`src/rtl/sig_edge_timestamp.sv`:
```
// Per-channel detector front end: 2-FF synchronizer, glitch filter, free-running timestamp and edge capture.
// Build option: define SIG_GLITCH_COUNT_EN to add the saturating glitch_count output.
module sig_edge_timestamp #(
  parameter int TS_WIDTH   = 32,
  parameter int FILTER_LEN = 4
) (
  input  logic                clk,
  input  logic                reset_n,
  input  logic                sig_in,
  input  logic                enable,
  input  logic                ts_clear,
  output logic [TS_WIDTH-1:0] sig_time,
  output logic                sig_rise,
  output logic                sig_fall,
  output logic                sig_level,
  output logic [TS_WIDTH-1:0] ts_now
`ifdef SIG_GLITCH_COUNT_EN
  ,
  output logic [15:0]         glitch_count
`endif
);

  typedef enum logic {
    ST_STABLE  = 1'b0,
    ST_PENDING = 1'b1
  } state_t;

  localparam logic [7:0]          CNT_LAST     = 8'(FILTER_LEN - 1);
  localparam bit                  SINGLE_STAGE = (FILTER_LEN == 1);
  localparam logic [TS_WIDTH-1:0] TS_ZERO      = {TS_WIDTH{1'b0}};
  localparam logic [TS_WIDTH-1:0] TS_ONE       = TS_WIDTH'(1);

  logic                sync1_r;
  logic                sync2_r;
  logic [TS_WIDTH-1:0] ts_r;
  logic [TS_WIDTH-1:0] cand_r;
  logic [7:0]          cnt_r;
  state_t              state_r;
  logic                disagree_s;

  assign disagree_s = (sync2_r != sig_level) && enable;
  assign ts_now     = ts_r;

  // Two-flop synchronizer for the asynchronous detector input
  always_ff @(posedge clk or negedge reset_n) begin
    if (!reset_n) begin
      sync1_r <= 1'b0;
      sync2_r <= 1'b0;
    end else begin
      sync1_r <= sig_in;
      sync2_r <= sync1_r;
    end
  end

  // Free-running timestamp, shared clear keeps L/R channels comparable
  always_ff @(posedge clk or negedge reset_n) begin
    if (!reset_n) begin
      ts_r <= TS_ZERO;
    end else if (ts_clear) begin
      ts_r <= TS_ZERO;
    end else begin
      ts_r <= ts_r + TS_ONE;
    end
  end

  // Glitch filter FSM; cand_r holds the timestamp of the first disagreeing sample
  always_ff @(posedge clk or negedge reset_n) begin
    if (!reset_n) begin
      state_r   <= ST_STABLE;
      cnt_r     <= 8'd0;
      cand_r    <= TS_ZERO;
      sig_time  <= TS_ZERO;
      sig_rise  <= 1'b0;
      sig_fall  <= 1'b0;
      sig_level <= 1'b0;
    end else begin
      sig_rise <= 1'b0;
      sig_fall <= 1'b0;
      case (state_r)
        ST_STABLE: begin
          if (disagree_s && SINGLE_STAGE) begin
            sig_level <= sync2_r;
            sig_time  <= ts_r;
            sig_rise  <= sync2_r;
            sig_fall  <= ~sync2_r;
            cnt_r     <= 8'd0;
          end else if (disagree_s) begin
            cand_r  <= ts_r;
            cnt_r   <= 8'd1;
            state_r <= ST_PENDING;
          end else begin
            cnt_r <= 8'd0;
          end
        end
        ST_PENDING: begin
          if (disagree_s && (cnt_r == CNT_LAST)) begin
            sig_level <= sync2_r;
            sig_time  <= cand_r;
            sig_rise  <= sync2_r;
            sig_fall  <= ~sync2_r;
            cnt_r     <= 8'd0;
            state_r   <= ST_STABLE;
          end else if (disagree_s) begin
            cnt_r <= cnt_r + 8'd1;
          end else begin
            cnt_r   <= 8'd0;
            state_r <= ST_STABLE;
          end
        end
        default: begin
          cnt_r   <= 8'd0;
          state_r <= ST_STABLE;
        end
      endcase
    end
  end

`ifdef SIG_GLITCH_COUNT_EN
  logic glitch_s;

  // Only an input reversion counts; an enable drop also aborts but is not a glitch
  assign glitch_s = (state_r == ST_PENDING) && !disagree_s && enable;

  // Saturating glitch counter, cleared together with the timestamp
  always_ff @(posedge clk or negedge reset_n) begin
    if (!reset_n) begin
      glitch_count <= 16'h0000;
    end else if (ts_clear) begin
      glitch_count <= 16'h0000;
    end else if (glitch_s && (glitch_count != 16'hFFFF)) begin
      glitch_count <= glitch_count + 16'h0001;
    end else begin
      glitch_count <= glitch_count;
    end
  end
`endif

endmodule

```
`config.mk`:
```
export PLATFORM = sky130hd
export DESIGN_NAME = sig_edge_timestamp
export DESIGN_NICKNAME = d
export VERILOG_FILES = /design/src/rtl/sig_edge_timestamp.sv
export SDC_FILE = /design/constraint.sdc
export NUM_CORES = 1
export LEC_CHECK = 0
export CELL_PAD_IN_SITES_DETAIL_PLACEMENT = 1
export CELL_PAD_IN_SITES_GLOBAL_PLACEMENT = 2
export CORE_AREA = 2 2 144 118
export CTS_BUF_LIST = sky130_fd_sc_hd__clkbuf_8 sky130_fd_sc_hd__clkbuf_16
export CTS_CLUSTER_DIAMETER = 150
export DETAILED_ROUTE_END_ITERATION = 7
export DIE_AREA = 0 0 146 120
export PLACE_DENSITY = 0.72
export SYNTH_ARGS = -nofsm -noshare
export SYNTH_HDL_FRONTEND = slang
export SYNTH_SLANG_ARGS = --single-unit
```
`constraint.sdc`:
```
create_clock -name clk -period 2.05 [get_ports clk]
set_clock_uncertainty 0.15 [all_clocks]
set_input_delay 0.615 -clock clk [delete_from_list [all_inputs] [get_ports clk]]
set_output_delay 0.615 -clock clk [all_outputs]
set_load 0.02 [all_outputs]
```
Yosys cells after proc, flatten, opt, wreduce, memory -nomap -nowiden
Index checks and enable logic that the tools add are counted.
Widths: inputs -> output; s select.

storage, ports and cells
  register bits = 110
  bits in latches = 0
  memory bits (writable) = 0
  bits in read-only memories = 0
  input port bits = 5
  output and inout bits = 67
  memories = 0

operators by class
  add/sub/neg operators = 2
  $mul = 0
  divide/modulo/power cells = 0
  $lt $le $gt $ge = 0
  eq/ne operators = 2
  shift operators = 0
  muxes and demuxes = 12
  bitwise gates (word level) = 2
  reduce and logical (&&, ||, !) cells = 4

operator list
  cell                   count
  $add 32x1->32 const B  1
  $mux 32                1
  $mux 8                 2
  $pmux 8 s2             1
  $add 8x1->8 const B    1
  $eq 8x2->1 const B     1
  $mux 1                 7
  $reduce_and 2->1       2
  $logic_and 1x1->1      2
  $not 1->1              2
  $pmux 1 s2             1
  $ne 1x1->1             1

Longest topological paths before layout
Gate-level depths: netlist of the first run.

  depth after elaboration = 5
  gate-level depth with buffers = 7

Least setup slack after synthesis of the first run
Ideal clock, no wire load.

  kind = flip-flop to flip-flop
  start = reg cnt_r[0]
  end = reg sig_time[10]
  data arrival time = 1898 ps
  data required time = 1775 ps
  path slack = -123 ps
  stages on the path, launching flop included = 8
  buffers on the path = 2
  period minus slack after synthesis = 2173 ps
  cell sequence = dfrtp_1 -> ha_1 -> or4b_4 -> nor4_4 -> and3_1 -> buf_6 -> buf_12 -> mux2_4

on the way
  longest elaborated chain between the ends = 3

RTL lines
  element                     RTL line  RTL
  start, declared             37        logic [7:0] cnt_r;
  start signal, assigned      104       cnt_r <= cnt_r + 8'd1;
  $eq 8x2->1                  96        if (disagree_s && (cnt_r == CNT_LAST)) begin
  $logic_and 1x1->1           96
  $reduce_and 2->1 (no line)  --
  end signal, assigned        83        sig_time <= ts_r;
  end signal, assigned        98        sig_time <= cand_r;
  end, declared               12        output logic [TS_WIDTH-1:0] sig_time,

Every way passes these cells.
A chain may end at the register's enable or synchronous reset.

Worst setup path after layout of the first run
  start = reg cnt_r[0]
  end = reg sig_time[23]

The elaborated chain is that of the path after synthesis.

==> results of run 1 <==
-- critical path: cells and delay by family (launching register included) --
kind,cells,cell delay (ns)
and+or+nand+nor,3,0.94
DFF,1,0.37
muxes,1,0.31
buffers and inverters,1,0.19
adders and majority gates,1,0.15
-- worst max-delay path by stage --
stage                         endpoint  slack (ns)  cells after the start
final                     sig_time[23]       -0.18                      6
after global routing      sig_time[23]       -0.29                      6
after CTS                  sig_time[0]       -0.22                      6
after detailed placement  sig_time[24]       -0.25                      5
after global placement    sig_time[18]       -0.24                      5
after floorplan           sig_time[10]       -0.12                      7
-- routing by layer --
layer	share of wire [%]	vias up	wire length, um
li1	-	1483	-
met1	47	1627	5240
met2	48	54	5320
met3	4.3	9	483
met4	0.93	0	104
met5	0	-	0
-- timing repair --
| item | 4_1_cts | 5_1_grt |
|---|---|---|
| pin swaps | 0 | 6 |
| endpoints found under the setup margin | 100 | 51 |
| resized for setup | 69 | 12 |
| setup buffers | 0 | 1 |
| cloned | 0 | 1 |
-- power by group through the flow --
| stage | sequential, mW | combinational (mW) | clock, mW |
|---|---|---|---|
| 6_report | 2.21 | 0.181 | 1.95 |
| 5_1_grt | 2.21 | 0.202 | 2.09 |
| 4_1_cts | 2.21 | 0.186 | 2.02 |
| 3_5_place_dp | 2.25 | 0.191 | 0 |
| 3_3_place_gp | 2.25 | 0.186 | 0 |
| 2_1_floorplan | 2.26 | 0.0595 | 0 |
-- placed cells by master, fill, tap and decap left out, types with 3 or more instances in the layout --
| cell type | n |
|---|---|
| nor2_1 | 24 |
| buf_12 | 6 |
| clkbuf_16 | 10 |
| clkdlybuf4s50_1 | 3 |
| nand2_1 | 8 |
| and2_1 | 4 |
| mux2_4 | 30 |
| nor2b_1 | 3 |
| a21oi_1 | 15 |
| nand4_1 | 13 |
| dlygate4sd2_1 | 66 |
| dfrtp_1 | 99 |
| and4_1 | 5 |
| mux2_2 | 36 |
| buf_4 | 37 |
| or3_1 | 4 |
| or4_1 | 11 |
| nand3_1 | 14 |
| dfrtp_2 | 11 |
| xor2_1 | 18 |
| o31ai_1 | 11 |
| and3_1 | 3 |
| inv_1 | 3 |
| o21ai_0 | 5 |
-- registers in the layout, indices dropped and copies added (netlist names), 8 cells and up --
signal and cells:
sig_time 32, ts_now 32, cnt_r 8, cand_r 32
-- kinds of logic (layout without fill, tap and decap cells) --
| family | Yosys count | count (layout) |
|---|---|---|
| XOR/XNOR | 20 | 20 |
| AO/OA/AOI/OAI | 32 | 32 |
| buffers and inverters | 22 | 134 |
| multiplexers | 66 | 66 |
| AND/OR/NAND/NOR | 101 | 101 |
| adder cells (fa/ha/maj) | 3 | 3 |
| flip-flops | 110 | 110 |
-- metrics by stage --
stage	area, um^2	std cells	hold slack, ns	worst slack, ns
floorplan	4750	354	0.169	-0.122
global placement	5990	668	0.186	-0.243
detailed placement	5990	668	0.189	-0.252
CTS	6250	684	0.0349	-0.219
global route	6300	686	0.0446	-0.291
finish	6300	686	0.0383	-0.180
-- area by class of cell --
class                   instances  area (um^2)
flip-flops and latches        110         2770
clock buffers                  11          253
fillers                      1775         9880
well taps                     220          275
repair buffers                115         1060
inverters                       3         11.3
multi-input cells             222         1860
clock inverters                 5         78.8
==> impl_summary.log, run 1 <==
[metrics] antenna-violating nets left: 0
[metrics] share of flip-flops with an asynchronous set or reset: between 90% and 100%
[metrics] Tightest Hold Check Type: in -> async
[metrics] clock buffer count from CTS: 9
[metrics] row count: 42
[metrics] antenna violations before repair: 0
[metrics] Top FF cell, synth: dfrtp_1
[metrics] insertion delay of the later-clocked pin in the worst-skew pair: 0.35 ns
[metrics] ratio of cells with drive above 1 in the final layout: 31.3%
[metrics] Top-Level Pins: roughly 70
[metrics] static power due to leakage: 3.15 nW
[metrics] number of synthesis warnings: 0
[metrics] pin count of the biggest net entering global routing: 37
[metrics] Clock H-tree levels: 3
[metrics] routing layer with the top usage in global route: met2
[metrics] Worst setup SP type: flip-flop
[metrics] min setup slack post-route: -0.180 ns
[metrics] number of max-capacitance violations reported: 0
[metrics] buffer cell driving the clock tree root: clkbuf_16
[metrics] combinational fraction of design power: about 4.2%
[metrics] Internal Power: ~3.4 mW
[metrics] first drt pass iteration count: 4
[metrics] global-route met1 utilization: roughly 17%
[metrics] cells traversed along the worst timing path: ha_1, or4b_4, nor4_4, and3_4, buf_8, mux2_4
[metrics] post-synthesis share of cell area spent on full adders, half adders and majority gates: 0.791%
[metrics] area share of and/or/nand/nor cells after synthesis: between 10% and 20%
[metrics] grt met3 use: around 4.6%
[metrics] sum of net half-perimeters after detailed placement: between 7 and 8 mm
[metrics] startpoint of the most critical register-to-register path: cnt_r[0]
[metrics] via count: 3,173
[metrics] per-instance average area after synthesis: 13.4 um^2
[metrics] leading cell types by count after synthesis: dfrtp_1, mux2_2, mux2_4
[metrics] global routing usage summed across all routing layers: between 10% and 20%
[metrics] floorplan die area: ~0.018 mm^2
[metrics] run status: finished with violations
[metrics] library cell with the largest summed area after synthesis: dfrtp_1
[metrics] wire length of the first global-routing pass: about 18 mm
[metrics] crit path max fanout: 11
[metrics] sequential share of the synthesized area: about three fifths
[metrics] r2r endpoint: sig_time[23]
[metrics] leading cell type by number of instances after synthesis: dfrtp_1
[metrics] overall die width: 146 um
[metrics] net switching power of the design: ~930 uW
[metrics] clock tree from TritonCTS: done
[metrics] Initial Utilization: 29.3%
[metrics] Post-Synthesis Cell Area: about 0.0047 mm^2
[metrics] share of the synthesized area in compound gates (AO/OA/AOI/OAI): under 10%
[metrics] area share of the largest cell type after synthesis: between 50 and 60%
[metrics] library cells used by synthesis: 31
[metrics] slack of the worst reg-to-reg path: -0.18 ns
[metrics] violations in the final reports: negative setup slack
[metrics] Final setup viols: 32
[metrics] Worst-path clk slew: around 0.07 ns
[metrics] xor/xnor cell area share of the yosys netlist: 3.69%
[metrics] share of total power consumed by net switching: 21.5%
[metrics] clock net sink count: 110
[metrics] cells on worst reg2reg path: 6
[metrics] cell count after synthesis: about 350
[metrics] source of the critical timing path: cnt_r[0]
[metrics] die height: roughly 120 um
[metrics] Power Density: 688 mW/mm^2
[metrics] core occupancy in the finished layout: 39.0%
[metrics] part of the total power dissipated in the clock network: between 40% and 50%
[metrics] kind of end point of the critical path: flip-flop
[metrics] highest ir drop seen on vdd: roughly 0.00033 V
[metrics] Max Buffers Root-to-Sink: 2
[metrics] net total in the final layout: around 470
[metrics] slew at the pin with the worst max-slew slack: between 0.4 and 0.5 ns
[metrics] via count of the first global-routing pass: between 3,000 and 4,000
[metrics] multiplexer area fraction after synthesis: 18.0%
[metrics] met2 Use GR: a little over a fifth
[metrics] fraction of power consumed by sequential logic: between 50% and 60%
[metrics] Final Hold Fails: 0
[metrics] critical path data required time: 2.13 ns
[metrics] global route overflow: 0
[metrics] portion of the clock cycle consumed by the worst path in the final layout: 109%
[metrics] hold bufs inserted after CTS: 0
[metrics] RSZ-0062 raised after global routing: true
[metrics] core footprint: between 0.015 and 0.02 mm^2
[metrics] diode count: 0
[metrics] final routed wirelength across all metal layers: between 10 and 15 mm
[metrics] summed negative setup slack over all endpoints: -5.32 ns
[metrics] remaining max-slew budget at the tightest pin: 72.2%
[metrics] maximum clock rate: about 450 MHz
[metrics] Yosys reg bits: 110
[metrics] worst setup path class: reg -> reg
[metrics] mean number of vias per cell: about 4.6
[metrics] count of input and output buffers: just over 70
[metrics] first-iteration detailed-routing DRC count: between 100 and 150
[metrics] slowest cell on the critical path: or4b_4
[metrics] top cells by area, synth: dfrtp_1, mux2_4, mux2_2
[metrics] sum of internal, switching and leakage power: ~4.3 mW
[metrics] routability congestion estimate: between 0.7 and 0.8
[metrics] worst stage delay on the critical path: approximately 0.48 ns
[metrics] number of DRC violations after detailed routing: 0
[metrics] number of enable flip-flop cells after synthesis: 0
[metrics] number of max-slew violations in the final report: 0
[metrics] fin crit period: about 2.2 ns
[metrics] WL per Instance: between 15 and 20 um
[metrics] Post-Syn Nets: about 360
[metrics] layout overhead on the synthesized area: 32.9%
[metrics] main combinational cell family by area after synthesis: multiplexers
[metrics] crit path DAT: 2.31 ns
(Power assumes the default switching activity.)
==> run 2, diff against run 1 <==
--- a/config.mk
+++ b/config.mk
@@ -13,6 +13,7 @@
 export DETAILED_ROUTE_END_ITERATION = 7
 export DIE_AREA = 0 0 146 120
 export PLACE_DENSITY = 0.72
+export SLEW_MARGIN = 20
 export SYNTH_ARGS = -nofsm -noshare
 export SYNTH_HDL_FRONTEND = slang
 export SYNTH_SLANG_ARGS = --single-unit
==> results of run 2 <==
No change in the layout: final DEF, timing and power equal those of run 1.
==> run 3, diff against run 2 <==
--- a/config.mk
+++ b/config.mk
@@ -9,10 +9,11 @@
 export CELL_PAD_IN_SITES_GLOBAL_PLACEMENT = 2
 export CORE_AREA = 2 2 144 118
 export CTS_BUF_LIST = sky130_fd_sc_hd__clkbuf_8 sky130_fd_sc_hd__clkbuf_16
-export CTS_CLUSTER_DIAMETER = 150
+export CTS_CLUSTER_DIAMETER = 40
 export DETAILED_ROUTE_END_ITERATION = 7
 export DIE_AREA = 0 0 146 120
 export PLACE_DENSITY = 0.72
+export REMOVE_ABC_BUFFERS = 1
 export SLEW_MARGIN = 20
 export SYNTH_ARGS = -nofsm -noshare
 export SYNTH_HDL_FRONTEND = slang
==> run 3 against run 2 <==
  * The flow still finishes with violations (negative setup slack)
  * Clock power decreased by 5%
  * Utilization decreased by 0.33 points
  * Cell count decreased by 0.44%
==> impl_summary.log, run 3 (synthesized netlist as in run 1, its figures left out) <==
[metrics] global routing usage summed across all routing layers: 13.9% (+0.64 points)
[metrics] r2r endpoint: sig_time[12]
[metrics] crit path max fanout: 17 (+6)
[metrics] worst stage delay on the critical path: 0.48 ns (about the same)
[metrics] min setup slack post-route: -0.180 ns (+0.000389 ns)
[metrics] fin crit period: 2.23 ns (-0.000389 ns)
[metrics] final routed wirelength across all metal layers: 11.4 mm (+2.4%)
[metrics] violations in the final reports: negative setup slack
[metrics] crit path DAT: 2.32 ns (about the same)
[metrics] insertion delay of the later-clocked pin in the worst-skew pair: 0.36 ns (about the same)
[metrics] Tightest Hold Check Type: in -> async
[metrics] wire length of the first global-routing pass: 19.3 mm (+5.3%)
[metrics] count of input and output buffers: 71 (unchanged)
[metrics] critical path capture point: sig_time[12]
[metrics] die height: 120 um (unchanged)
[metrics] clock tree from TritonCTS: done
[metrics] commonest cells after routing, fill and taps aside: dfrtp_1, dlygate4sd2_1, mux2_2, buf_4, mux2_4
[metrics] static power due to leakage: 3.14 nW (-0.49%)
[metrics] Final Hold Fails: 0 (unchanged)
[metrics] clock buffer count from CTS: 9 (unchanged)
[metrics] Worst setup SP type: flip-flop
[metrics] Worst-path clk slew: 0.07 ns (about the same)
[metrics] number of max-slew violations in the final report: 0 (unchanged)
[metrics] ratio of cells with drive above 1 in the final layout: 28.9% (-2.4 points)
[metrics] number of fill cells: 1,791 (+0.90%)
[metrics] core footprint: 0.0162 mm^2 (unchanged)
[metrics] leading cell type in the layout, fill and taps excluded: dfrtp_1
[metrics] net total in the final layout: 466 (-0.64%)
[metrics] first drt pass iteration count: 4 (unchanged)
[metrics] core occupancy in the finished layout: 38.6% (-0.33 points)
[metrics] source of the critical timing path: cnt_r[0]
[metrics] antenna-violating nets left: 0 (unchanged)
[metrics] buffer cell driving the clock tree root: clkbuf_16
[metrics] startpoint of the most critical register-to-register path: cnt_r[0]
[metrics] number of DRC violations after detailed routing: 0 (unchanged)
[metrics] row count: 42 (unchanged)
[metrics] slew at the pin with the worst max-slew slack: 0.370 ns (-0.0438 ns)
[metrics] critical path data required time: 2.14 ns (about the same)
[metrics] worst setup path class: reg -> reg
[metrics] via count: 3,197 (+0.76%)
[metrics] slowest cell on the critical path: or4b_4
[metrics] slack of the worst reg-to-reg path: -0.18 ns (about the same)
[metrics] WL per Instance: 16.7 um (+2.9%)
[metrics] cells traversed along the worst timing path: ha_1, or4b_4, nor4_4, and3_4, buf_12, mux2_4
[metrics] first-iteration detailed-routing DRC count: 88 (-16%)
[metrics] portion of the clock cycle consumed by the worst path in the final layout: 109% (about the same)
[metrics] kind of end point of the critical path: flip-flop
[metrics] Max Buffers Root-to-Sink: 2 (unchanged)
[metrics] summed negative setup slack over all endpoints: -5.14 ns (+0.177 ns)
[metrics] sum of net half-perimeters after detailed placement: 8.06 mm (+2.6%)
[metrics] Top-Level Pins: 72 (unchanged)
[metrics] run status: finished with violations
[metrics] via count of the first global-routing pass: 3,597 (+3.9%)
[metrics] highest ir drop seen on vdd: 0.000373 V (+12%)
[metrics] layout overhead on the synthesized area: 31.7%
[metrics] Clock H-tree levels: 3 (unchanged)
[metrics] cells on worst reg2reg path: 6 (unchanged)
[metrics] floorplan die area: 0.0175 mm^2 (unchanged)
[metrics] remaining max-slew budget at the tightest pin: 75.1% (+2.9 points)
[metrics] number of max-capacitance violations reported: 0 (unchanged)
[metrics] clock net sink count: 110 (unchanged)
[metrics] pin count of the biggest net entering global routing: 37 (unchanged)
[metrics] RSZ-0062 raised after global routing: true
[metrics] overall die width: 146 um (unchanged)
[metrics] routability congestion estimate: 0.721 (-1.1%)
[metrics] maximum clock rate: 448 MHz (about the same)
[metrics] Power Density: 679 mW/mm^2 (-1.3%)
[metrics] antenna violations before repair: 0 (unchanged)
[metrics] Initial Utilization: 29.3% (unchanged)
[metrics] Final setup viols: 32 (unchanged)
[metrics] mean number of vias per cell: 4.68 (+1.2%)
[metrics] diode count: 0 (unchanged)
[metrics] global route overflow: 0 (unchanged)
-- run 3: worst max-delay path: cells and delay by family (launching register included) --
family                     cells  cell delay, ns
and+or+nand+nor                3            0.93
DFF                            1            0.36
muxes                          1            0.32
buffers and inverters          1            0.20
adders and majority gates      1            0.15
-- run 3: report_power, final --
group | total, mW | internal, mW | switching (mW) | leakage, nW
clock network | 1.85 | 1.00 | 0.852 | 0.152
registers | 2.21 | 2.19 | 0.0162 | 1.52
logic | 0.183 | 0.0752 | 0.108 | 1.47
-- run 3: per-stage QoR --
| step | area [um^2] | power, mW | instances | hold WS [ns] | setup slack, ns |
|---|---|---|---|---|---|
| after detailed placement | 5980 | 2.44 | 666 | 0.205 | -0.306 |
| after global routing | 6250 | 4.42 | 683 | 0.0129 | -0.251 |
| final | 6250 | 4.24 | 683 | 0.00865 | -0.180 |
| after floorplan | 4610 | 2.31 | 335 | 0.169 | -1.07 |
| after CTS | 6230 | 4.30 | 682 | 0.0103 | -0.199 |
| after global placement | 5980 | 2.44 | 666 | 0.194 | -0.305 |
-- run 3: how the worst min path moves through the flow --
stage | start | to | cells past startpoint
2_1_floorplan | reset_n | cand_r[0] | 0
3_3_place_gp | sync1_r | sync2_r | 0
3_5_place_dp | sync1_r | sync2_r | 0
4_1_cts | reset_n | sync2_r | 1
5_1_grt | reset_n | sync2_r | 1
6_report | reset_n | sig_level | 1
-- run 3: timing repair --
action | CTS | global route
setup buffers | 0 | 1
pin swaps | 0 | 3
hold buffers | 0 | 0
endpoints found under the setup margin | 99 | 47
resized for setup | 71 | 10
hold endpoints to repair | 0 | 0
-- run 3: final cells by class --
class,instances,area (um^2),share of cell area [%]
repair buffers,112,1030,16.4
flip-flops and latches,110,2760,44.1
clock inverters,6,75.1,1.20
inverters,3,11.3,0.180
clock buffers,10,239,3.82
multi-input cells,222,1870,29.9
well taps,220,275,4.40
-- run 3: per-layer routing --
layer,track usage [%],wire [um],up-vias
met3,4.98,579,10
met2,22.5,5340,50
met4,2.73,95,0
met1,18.2,5410,1660
met5,0,0,-
li1,-,-,1477
